## src/rtl/tt_um_fsm_seq.sv

```systemverilog
// Four-state display sequencer: IDLE -> COUNT (prescaled ticks) -> WAIT (ack) -> DONE (ack) -> IDLE.
// Optional WAIT timeout enabled by defining FSM_TIMEOUT_EN.
module tt_um_fsm_seq #(
   parameter int CNT_W         = 8,
   parameter int DIV_W         = 24,
   parameter int TICK_DIV      = 10_000_000,
   parameter int OUT_W         = 8,
   parameter int TIMEOUT_TICKS = 16
) (
   input  logic             clk,
   input  logic             reset,
   input  logic             enable,
   input  logic             start,
   input  logic             ack,
   input  logic [CNT_W-1:0] count_target,
   output logic [OUT_W-1:0] code_out,
   output logic [1:0]       state_out,
   output logic [CNT_W-1:0] count_out,
   output logic             busy,
   output logic             done_pulse,
   output logic             timeout_flag
);

   typedef enum logic [1:0] {
      S_IDLE  = 2'd0,
      S_COUNT = 2'd1,
      S_WAIT  = 2'd2,
      S_DONE  = 2'd3
   } state_t;

   state_t             state_q, state_d;
   logic [CNT_W-1:0]   cnt_q, cnt_d;
   logic [CNT_W-1:0]   tgt_q, tgt_d;
   logic [DIV_W-1:0]   div_q, div_d;
   logic               start_q, ack_q;
   logic               done_pulse_q, done_pulse_d;
   logic               start_rise, ack_rise, tick;
   logic [CNT_W-1:0]   cnt_inc;

   assign start_rise = start & ~start_q;
   assign ack_rise   = ack & ~ack_q;
   assign tick       = (div_q == DIV_W'(TICK_DIV - 1));
   assign cnt_inc    = cnt_q + CNT_W'(1);

`ifdef FSM_TIMEOUT_EN
   localparam int TMO_W = $clog2(TIMEOUT_TICKS + 1);
   logic [TMO_W-1:0] tmo_q, tmo_d;
   logic [TMO_W-1:0] tmo_inc;
   logic             tflag_q, tflag_d;
   assign tmo_inc = tmo_q + TMO_W'(1);
`endif

   always_ff @(posedge clk or negedge reset) begin
      if (!reset) begin
         state_q      <= S_IDLE;
         cnt_q        <= '0;
         tgt_q        <= '0;
         div_q        <= '0;
         start_q      <= 1'b0;
         ack_q        <= 1'b0;
         done_pulse_q <= 1'b0;
`ifdef FSM_TIMEOUT_EN
         tmo_q        <= '0;
         tflag_q      <= 1'b0;
`endif
      end else begin
         state_q      <= state_d;
         cnt_q        <= cnt_d;
         tgt_q        <= tgt_d;
         div_q        <= div_d;
         start_q      <= start;
         ack_q        <= ack;
         done_pulse_q <= done_pulse_d;
`ifdef FSM_TIMEOUT_EN
         tmo_q        <= tmo_d;
         tflag_q      <= tflag_d;
`endif
      end
   end

   always_comb begin
      state_d      = state_q;
      cnt_d        = cnt_q;
      tgt_d        = tgt_q;
      div_d        = div_q;
      done_pulse_d = 1'b0;
`ifdef FSM_TIMEOUT_EN
      tmo_d        = tmo_q;
      tflag_d      = tflag_q;
`endif
      if (enable) begin
         case (state_q)
            S_IDLE: begin
               if (start_rise) begin
                  tgt_d   = count_target;
                  cnt_d   = '0;
                  div_d   = '0;
                  state_d = (count_target == '0) ? S_WAIT : S_COUNT;
`ifdef FSM_TIMEOUT_EN
                  tmo_d   = '0;
`endif
               end
            end
            S_COUNT: begin
               if (tick) begin
                  div_d = '0;
                  cnt_d = cnt_inc;
                  if (cnt_inc == tgt_q) begin
                     state_d = S_WAIT;
`ifdef FSM_TIMEOUT_EN
                     tmo_d   = '0;
`endif
                  end
               end else begin
                  div_d = div_q + DIV_W'(1);
               end
            end
            S_WAIT: begin
               // ack_rise takes priority over a coinciding final timeout tick
               if (ack_rise) begin
                  state_d      = S_DONE;
                  done_pulse_d = 1'b1;
               end
`ifdef FSM_TIMEOUT_EN
               else if (tick) begin
                  div_d = '0;
                  tmo_d = tmo_inc;
                  if (tmo_inc == TMO_W'(TIMEOUT_TICKS)) begin
                     state_d      = S_DONE;
                     done_pulse_d = 1'b1;
                     tflag_d      = 1'b1;
                  end
               end else begin
                  div_d = div_q + DIV_W'(1);
               end
`endif
            end
            S_DONE: begin
               if (ack_rise) begin
                  state_d = S_IDLE;
                  cnt_d   = '0;
`ifdef FSM_TIMEOUT_EN
                  tflag_d = 1'b0;
`endif
               end
            end
            default: state_d = S_IDLE;
         endcase
      end
   end

   always_comb begin
      case (state_q)
         S_COUNT: code_out = OUT_W'(8'h0A);
         S_WAIT:  code_out = OUT_W'(8'h05);
         S_DONE:  code_out = OUT_W'(8'h0F);
         default: code_out = OUT_W'(8'h00);
      endcase
   end

   assign state_out  = state_q;
   assign count_out  = cnt_q;
   assign busy       = (state_q == S_COUNT) || (state_q == S_WAIT);
   assign done_pulse = done_pulse_q;
`ifdef FSM_TIMEOUT_EN
   assign timeout_flag = tflag_q;
`else
   assign timeout_flag = 1'b0;
`endif

endmodule

```

## config.mk

```make
export PLATFORM = sky130hd
export DESIGN_NAME = tt_um_fsm_seq
export DESIGN_NICKNAME = d
export VERILOG_FILES = /design/src/rtl/tt_um_fsm_seq.sv
export SDC_FILE = /design/constraint.sdc
export NUM_CORES = 1
export LEC_CHECK = 0
export BUFFER_PORTS_ARGS = -buffer_cell sky130_fd_sc_hd__buf_4
export CORE_MARGIN = 5
export CORE_UTILIZATION = 60
export DETAILED_ROUTE_END_ITERATION = 12
export GPL_ROUTABILITY_DRIVEN = 1
export GPL_TIMING_DRIVEN = 0
export PLACE_DENSITY = 0.82
export SLEW_MARGIN = 0
export SYNTH_ARGS = -nofsm -noshare
export SYNTH_HDL_FRONTEND = slang
export SYNTH_SLANG_ARGS = --single-unit
```

## constraint.sdc

```tcl
create_clock -name clk -period 5.3 [get_ports clk]
set_clock_uncertainty 0.05 [all_clocks]
set_input_delay 0.53 -clock clk [delete_from_list [all_inputs] [get_ports clk]]
set_output_delay 0.53 -clock clk [all_outputs]
set_load 0.005 [all_outputs]
```

; ---- Yosys cells after proc, flatten, opt, wreduce, memory -nomap -nowiden
; Cells that the tools add are included.
[op_classes]
magnitude_cmp = 0
div_mod_pow = 0
shift = 0
eq_ne = 10
mux = 18
mul = 0
n_reduce_logical = 9
add_sub_neg = 2
bitwise_logic = 4
[op_table]
columns = cell, count
row1 = 2-to-1 mux 24 bit, 2
row2 = one-hot mux 24 bit (2 select lines), 1
row3 = "adder 24 x 1 -> 24 bit, second input constant", 1
row4 = "== test 24 bit, second input constant", 1
row5 = 2-to-1 mux 8 bit, 3
row6 = one-hot mux 8 bit (3 select lines), 1
row7 = 2-to-1 mux 2 bit, 6
row8 = one-hot mux 4 bit (3 select lines), 1
row9 = "inequality test 2 bit, second input constant", 5
row10 = "adder 8 x 1 -> 8 bit, second input constant", 1
row11 = == test 8 bit, 1
row12 = logical NOT 8 bit, 1
row13 = one-hot mux 2 bit (4 select lines), 1
row14 = AND reduction 3 bit, 2
row15 = AND reduction 6 bit, 1
row16 = AND reduction 5 bit, 1
row17 = "== test 2 bit, second input constant", 2
row18 = 2-to-1 mux 1 bit, 3
row19 = nonzero test 3 bit, 1
row20 = AND 1 bit, 2
row21 = "== test 2 x 1 -> 1 bit, second input constant", 1
row22 = logical NOT 2 bit, 1
row23 = NOT 1 bit, 2
row24 = nonzero test 2 bit, 1
row25 = logical OR 1 bit, 1
[word_totals]
register_bits = 45
input_bits = 13
wordCells = 50
mem_bits_ro = 0
mem_bits_rw = 0
latchBits = 0
memories = 0

; ---- Depth between registers and ports, before layout
; Gate-level depths: netlist of the first run.
[logic_depth]
ltp_word = 5
mapped_depth = 9

; ---- Worst setup path after synthesis of the first run
; OpenSTA, ideal clock, no wires.
[synth_timing]
path_kind = register -> register
from = reg div_q[16]
to = reg state_q[1] (netlist: state_out[1])
path_buffers = 0
required_ns = 5.181
slack_ns = 2.864
path_stages_with_launch = 7
arrival_time_ns = 2.317
cell_sequence = dfrtp_1 > or4b_1 > or4_4 > nor4_2 > o311ai_1 > or4b_1 > nand3_1
[synth_via]
elab_chain_cells = 3
[synth_rtl]
columns = item, line
row1 = from (decl), 34  ; logic [DIV_W-1:0] div_q, div_d;
row2 = from (signal assigned), 70  ; div_q <= div_d;
row3 = == test 24 bit, 42  ; assign tick = (div_q == DIV_W'(TICK_DIV - 1));
row4 = inequality test 2 bit (no line), --
row5 = AND reduction 6 bit (no line), --
row6 = to (signal assigned), 67  ; state_q <= state_d;
row7 = to (decl), 31  ; state_t state_q, state_d;
; Every way passes these cells.
; A chain may end at the register's enable or synchronous reset.

; ---- Worst setup path in the final report of the first run
[layout_timing]
from = reg div_q[16]
to = reg cnt_q[4] (netlist: count_out[4])
[layout_via]
elab_chain_cells = 3
[layout_rtl]
columns = item, line
row1 = == test 24 bit, 42
row2 = inequality test 2 bit (no line), --
row3 = AND reduction 5 bit (no line), --
row4 = to (signal assigned), 68  ; cnt_q <= cnt_d;
row5 = to (decl), 32  ; logic [CNT_W-1:0] cnt_q, cnt_d;
; Every way passes these cells.

==> results of run 1 <==
==> cells by family (layout without fill, tap and decap cells) <==
group / count (synthesis) / count (layout) / synth area share, %
compound gates: 59 / 59 / 14.1
xor+xnor: 19 / 19 / 6.33
fa+ha+maj: 6 / 6 / 2.86
buf+inv: 25 / 60 / 4.67
flops: 45 / 45 / 42.9
mux: 10 / 10 / 4.19
other cells: 1 / 5 / 0.143
simple gates: 124 / 124 / 24.9
==> stage by stage <==
step           worst slack [ns]  area, um^2
5_1_grt                    2.37        3020
6_report                   2.49        3020
3_5_place_dp               2.50        2920
4_1_cts                    2.49        3020
3_3_place_gp               2.51        2920
2_1_floorplan              2.86        2640
==> power breakdown <==
part	leakage [nW]	internal (mW)	switching [mW]
registers	0.600	0.403	0.0686
logic	0.671	0.236	0.264
clock network	0.0540	0.137	0.117
==> area by class of cell <==
type,instances,area [um^2]
Clock buffer,5,68.8
Fill cell,331,1270
Multi-Input combinational cell,223,1390
Clock inverter,2,35.0
Tap cell,52,65.1
Inverter,10,37.5
Buffer,15,85.1
Timing Repair Buffer,28,210
Sequential cell,45,1130
==> worst reg2reg max path, delay by kind of cell (launching register included) <==
family | cells | cell delay, ns
buffers and inverters | 1 | 0.24
AND/OR/NAND/NOR | 3 | 1.21
AO/OA/AOI/OAI | 2 | 0.76
flip-flops | 1 | 0.45
==> worst min path at each step <==
stage	start	to	slack (ns)	cells past startpoint
6_report	reset	div_q[10]	0.16	1
4_1_cts	reset	div_q[11]	0.17	1
2_1_floorplan	reset	ack_q	0.18	0
3_3_place_gp	div_q[23]	div_q[23]	0.42	1
5_1_grt	reset	div_q[11]	0.21	1
3_5_place_dp	div_q[23]	div_q[23]	0.42	1
==> sequential cells by signal, indices dropped and copies added, names as in the netlist <==
name / cells
tgt_q: 8
state_out: 2
start_q: 1
count_out: 8
div_q: 24
ack_q: 1
done_pulse: 1
==> routing by layer <==
layer	vias up	global-route usage (%)	wire length (um)
li1	1112	-	-
met1	1085	28.0	2670
met2	66	31.1	2690
met3	13	5.79	372
met4	0	7.34	107
met5	-	0	0
==> placed cells by master, fill, tap and decap left out, drive strengths merged, types with 2 or more instances in the layout <==
cell    synthesis  final
dfrtp          45     45
buf             9     37
nand2          29     29
o21ai          27     27
nor2           25     25
nand3          14     14
clkbuf          6     11
inv            10     10
xor2           10     10
nand4          10     10
xnor2           9      9
mux2            8      8
a21oi           8      8
nor3            7      7
a22o            7      7
ha              6      6
nor4            6      6
nand2b          5      5
and3            5      5
o31ai           5      5
or3             5      5
conb            1      5
or2             4      4
or4b            3      3
a31oi           3      3
and4            3      3
and2            3      3
mux2i           2      2
o211ai          2      2
o311ai          2      2
==> summary.txt, run 1 <==
Status
  – Status: finished, final reports clean

Routing
  – Vias: roughly 2300
  – Drt total wl: ~5800 um
  – Vias/cell: about 6
  – DR WL/cell: roughly 15 um
  – Initial DRC count: around 170
  – ANT nets after route: 0
  – DRC Markers: 0
  – First drt pass iteration count: 4

Placed design
  – PortBufs: 28
  – Cells after DPL: between 300 and 400
  – GP Congestion: ~0.81
  – Post-DP HPWL: roughly 4300 um

Floorplanning
  – Die width: between 70 and 80 um
  – Die area: 5800 um^2
  – Die height: roughly 76 um
  – Core footprint: ~4300 um^2
  – IO Pins: 34
  – Starting Density: slightly above 60%
  – # rows: 24

Power
  – Max IR drop VDD: ~320 uV
  – Pleak: ~1.3 nW
  – PwrDens: a little over 400 nW/um^2
  – Final total power: ~1.2 mW

GRT
  – Vias in the first global route: a little over 2000
  – GRT overflow: 0
  – Largest net degree at the start of global routing: 46
  – Total GRT Usage: a little over 20%
  – Initial antenna violation count: 0
  – First-pass GRT wire length: 9820 um

Worst hold path
  – Hold WC Path Type: in2async

Synthesis
  – Post-synth cell types: 46
  – Post-synth ARST share: 100%
  – Synth warnings: 0
  – Count leader, synth: dfrtp_1
  – Yosys top cell area share: 42.9%
  – Syn Std Cell Area: 2630 um^2
  – #FFs+latches synth: 45
  – Syn Inst Count: around 290
  – Synthesized area per cell: just over 9 um^2
  – Synth area leaders: dfrtp_1 (43%), o21ai_0 (4.8%), nand2_1 (4.1%)
  – Synth top cells by count: dfrtp_1 (45), nand2_1 (29), nor2_1 (25), o21ai_0 (25), nand3_1 (14)
  – EDFF count, synth: 0
  – Post-synth top area cell: dfrtp_1
  – Main synth FF type: dfrtp_1
  – Sequential fraction of the synthesis area: a little over two fifths

Critical path
  – CP bufs+invs: 1
  – Delay-heaviest family, CP: simple AND/OR/NAND/NOR gates
  – RR Endpoint: count_out[4]
  – Crit path required time: between 5 and 6 ns
  – Reg2reg path depth: 6
  – CP endpoint kind: flip-flop
  – CP endpoint: count_out[4]
  – Levels on crit path: 6
  – Reg-to-Reg Start: div_q[16]
  – Crit path DAT: just under 3 ns
  – Slowest CP cell: or4b_1
  – CP cell instances: or4b_1, or4_4, o21ai_1, nand2_1, buf_2, a22o_1
  – Worst setup SP type: flip-flop
  – Kind of critical path: reg2reg
  – R2R setup slack: 2.49 ns
  – Crit path max fanout: 10
  – Crit path from: div_q[16]
  – Max stage delay on crit path: roughly 0.54 ns

Final layout
  – Final non-filler cell total: 380
  – Layout Utilization: between 70% and 80%
  – P&R area growth vs syn: 15.0%
  – Antenna Cells: 0
  – Share of cells above drive strength 1: roughly 18%
  – Final #Nets: 347

Clock tree
  – TritonCTS clock tree: yes
  – H-tree levels: 2
  – Worst skew pair latency: around 0.30 ns
  – Root buffer cell: clkbuf_8
  – Clock Tree Buf Depth: 2
  – Hold_buf cts: 0
  – Clk slew on worst S/H paths: roughly 0.09 ns
  – Post-CTS setup buffer count: 0
  – Cts repair resizes: 0
  – CTS sink cnt: 45
  – TritonCTS Buffers: 5

STA
  – Tcrit/Tclk final: about 53%
  – Setup Viol. Count Final: 0
  – Worst Max-Slew Pin Slew: 0.879 ns
  – RSZ-0062 raised after global routing: no
  – TNS Setup: 0 ns
  – Hold Fails Final Rpt: 0
  – Worst Hold Margin: about 0.16 ns
  – Slew headroom: roughly two fifths
  – Final Max Slew Viols: 0
  – Fmax: 356 MHz
  – Minimum clock period: approximately 2.8 ns

Run
  – # Max-Cap Violations: 0
Power figures use the tool's default switching activity.
==> run 2: changes to the inputs <==
--- a/config.mk
+++ b/config.mk
@@ -5,13 +5,14 @@
 export SDC_FILE = /design/constraint.sdc
 export NUM_CORES = 1
 export LEC_CHECK = 0
+export ABC_AREA = 1
 export BUFFER_PORTS_ARGS = -buffer_cell sky130_fd_sc_hd__buf_4
 export CORE_MARGIN = 5
-export CORE_UTILIZATION = 60
+export CORE_UTILIZATION = 58
 export DETAILED_ROUTE_END_ITERATION = 12
 export GPL_ROUTABILITY_DRIVEN = 1
 export GPL_TIMING_DRIVEN = 0
-export PLACE_DENSITY = 0.82
+export PLACE_DENSITY = 0.8
 export SLEW_MARGIN = 0
 export SYNTH_ARGS = -nofsm -noshare
 export SYNTH_HDL_FRONTEND = slang
==> constraint.sdc (replaced) <==
create_clock -name clk -period 2.9 [get_ports clk]
set_clock_uncertainty 0.05 [all_clocks]
set_input_delay 0.29 -clock clk [delete_from_list [all_inputs] [get_ports clk]]
set_output_delay 0.29 -clock clk [all_outputs]
set_load 0.005 [all_outputs]
==> run 2 against run 1 <==
Compared with the run above:
- worst setup slack worse by 1.7 ns
- largest power group is now registers
- largest cell class unchanged
- non-clock buffer count fell by 2
- register-to-register slack got worse by 1.7 ns
==> summary.txt, run 2 <==
Synthesis
  – Count leader, synth: nand2_1
  – Synth warnings: 0 (unchanged)
  – Post-synth top area cell: dfrtp_1
  – Synth area leaders: dfrtp_1 (40%), nand2_1 (12%), inv_1 (7.2%)
  – Simple-Gate Fraction of Synth Area: 35.0% (+10 points)
  – Post-synthesis compound-gate area fraction: 8.53% (-5.6 points)
  – Syn Inst Count: 380 (+31%)
  – Yosys top cell area share: 40.2% (-2.7 points)
  – Main combinational cell family by area after synthesis: simple AND/OR/NAND/NOR gates
  – Mux contribution to synthesized area: 0% (-4.2 points)
  – Post-synth cell types: 38 (-17%)
  – Xor/xnor cell area share of the yosys netlist: 2.81% (-3.5 points)
  – Synth top cells by count: nand2_1 (89), inv_1 (54), dfrtp_1 (45), nor2_1 (41), nand3_1 (29)
  – Main synth FF type: dfrtp_1
  – Synth Area in Adders: 2.68% (-0.18 points)
  – #FFs+latches synth: 45 (unchanged)
  – Synthesized area per cell: 7.37 um^2 (-19%)
  – Sequential fraction of the synthesis area: 40.2% (-2.7 points)
  – EDFF count, synth: 0 (unchanged)
  – Post-synth ARST share: 100% (unchanged)
  – Syn Std Cell Area: 2800 um^2 (+6.6%)

Critical path
  – Worst setup SP type: flip-flop
  – RR Endpoint: div_q[13]
  – Kind of critical path: reg2reg
  – Crit path required time: 3.04 ns (-2.41 ns)
  – Reg-to-Reg Start: state_out[0]
  – Crit path max fanout: 7 (-3)
  – Reg2reg path depth: 10 (+4)
  – Crit path DAT: 2.23 ns (-0.73 ns)
  – R2R setup slack: 0.81 ns (-1.68 ns)
  – CP endpoint kind: flip-flop

Final layout
  – Antenna Cells: 0 (unchanged)
  – FILL cells: 411 (+24%)
  – Final #Nets: 439 (+27%)
  – Commonest non-fill, non-tap cell in the layout: nand2_1
  – Final non-filler cell total: 475 (+25%)
  – Layout Utilization: 68.6% (-1.7 points)
  – Max reg flops: 24 (unchanged)
  – P&R area growth vs syn: 15.0% (about the same)
  – Commonest non-fill, non-tap cells in the layout: nand2_1 (89), inv_1 (54), dfrtp_1 (45), nor2_1 (41), buf_4 (37)
  – Share of cells above drive strength 1: 15.7% (-2.3 points)
  – Largest register by flop count: div_q

STA
  – Fmax: 477 MHz (+34%)
  – TNS Setup: 0 ns (unchanged)
  – Setup WS post-layout: 0.805 ns (-1.68 ns)
  – Hold Fails Final Rpt: 0 (unchanged)
  – RSZ-0062 raised after global routing: no
  – Slew headroom: 62.1% (+21 points)
  – Worst Hold Margin: 0.0508 ns (-0.114 ns)
  – Setup Viol. Count Final: 0 (unchanged)
  – Final Max Slew Viols: 0 (unchanged)
  – Tcrit/Tclk final: 72.2% (+19 points)
  – Minimum clock period: 2.09 ns (-0.717 ns)
  – Worst Max-Slew Pin Slew: 0.569 ns (-0.310 ns)

Routing
  – Vias/cell: 5.35 (-11%)
  – ANT nets after route: 0 (unchanged)
  – Drt total wl: 6140 um (+5.0%)
  – DR WL/cell: 12.9 um (-16%)
  – Initial DRC count: 123 (-29%)
  – First drt pass iteration count: 4 (unchanged)
  – Vias: 2541 (+12%)
  – DRC Markers: 0 (unchanged)

Status
  – Status: finished, final reports clean

Clock tree
  – TritonCTS clock tree: yes
  – Clock Tree Buf Depth: 2 (unchanged)
  – Post-CTS setup buffer count: 0 (unchanged)
  – Clk slew on worst S/H paths: 0.08 ns (about the same)
  – TritonCTS Buffers: 5 (unchanged)
  – Worst skew pair latency: 0.30 ns (about the same)
  – H-tree levels: 2 (unchanged)
  – Root buffer cell: clkbuf_8
  – CTS sink cnt: 45 (unchanged)

Worst hold path
  – WHS Endpoint: ack_q
  – Hold WC Path Type: in2reg
  – Hold depth: 1
  – Hold path startpoint: ack

Floorplanning
  – Core footprint: 4690 um^2 (+9.3%)
  – Die area: 6320 um^2 (+8.9%)
  – Die height: 79.5 um (+4.4%)
  – Die width: 79.5 um (+4.4%)
  – IO Pins: 34 (unchanged)
  – # rows: 25 (+4.2%)
  – Starting Density: 59.7% (-1.5 points)

Power
  – PwrDens: 657 nW/um^2 (+62%)
  – Max IR drop VDD: 676 uV (+110%)
  – Pleak: 1.58 nW (+19%)

GRT
  – Total GRT Usage: 20.9% (+0.41 points)
  – GR Layer Usage met3: 4.06% (-1.7 points)
  – Met1 usage: 25.4% (-2.5 points)
  – GR Util met2: 36.6% (+5.6 points)
  – Largest net degree at the start of global routing: 46 (unchanged)
  – GRT overflow: 0 (unchanged)
  – First-pass GRT wire length: 10500 um (+7.1%)
  – GR peak layer: met2
  – Initial antenna violation count: 0 (unchanged)
  – Vias in the first global route: 2422 (+19%)

Placed design
  – GP Congestion: 0.887 (+9.8%)
  – Pre-CTS setup slack: 0.818 ns (-1.68 ns)
  – Post-DP HPWL: 4560 um (+5.4%)
  – Cells after DPL: 466 (+25%)
  – PortBufs: 28 (unchanged)

Run
  – # Max-Cap Violations: 0 (unchanged)
[run 2: how the worst max path moves through the flow]
stage,cells past startpoint,start,slack (ns),endpoint
after floorplan,10,state_out[0],1.10,div_q[13]
after global placement,10,state_out[0],0.85,div_q[13]
after detailed placement,9,state_out[0],0.82,div_q[4]
after CTS,7,state_out[1],0.79,code_out[3]
after global routing,9,state_out[0],0.62,div_q[4]
final,10,state_out[0],0.81,div_q[13]
[run 2: logic make-up (layout without fill, tap and decap cells)]
group | after synthesis | after routing
buffers and inverters | 68 | 105
other | 1 | 5
AO/OA/AOI/OAI | 44 | 44
flip-flops | 45 | 45
XOR/XNOR | 9 | 9
AND/OR/NAND/NOR | 207 | 207
adder cells (fa/ha/maj) | 6 | 6
[run 2: power breakdown]
group          total, mW  leakage, nW  switching, mW  internal [mW]
combinational      0.793        0.913          0.462          0.330
clock              0.501       0.0585          0.220          0.281
sequential         0.821        0.606         0.0958          0.725
[run 2: worst max-delay path: stages (launching register included)]
cell	delay, ns
dfrtp_1	0.42
inv_1	0.08
ha_1	0.28
nand2_1	0.10
nand2_1	0.10
nor2_4	0.20
nand2_1	0.14
nor2_2	0.18
nand3_1	0.15
o21ai_1	0.19
a21oi_1	0.08
[run 2: routing by layer]
metal / up-vias / share of wire (%) / wire [um]
met1: 1188 / 43 / 2630
li1: 1288 / - / -
met4: 0 / 1.6 / 96
met2: 54 / 51 / 3140
met3: 11 / 4.5 / 274
met5: - / 0 / 0
[run 2: layout make-up]
type                       count  area [um^2]  share of cell area, %
multi-input combinational    271         1390                   43.2
sequential                    45         1130                   35.0
timing repair buffer          29          220                   6.84
inverter                      56          210                   6.53
buffer                        12         87.6                   2.72
clock buffer                   7         86.3                   2.68
tap                           54         67.6                   2.10
clock inverter                 1         30.0                  0.932
[run 2: per-stage QoR]
step	area, um^2	power, mW
final	3220	2.11
after detailed placement	3090	1.63
after CTS	3220	2.13
after floorplan	2820	1.35
after global placement	3090	1.60
after global routing	3220	2.26
[run 2: what timing repair did]
action	4_1_cts	5_1_grt
hold buffers	1	0
endpoints found under the hold margin	45	0
resized for setup	0	0
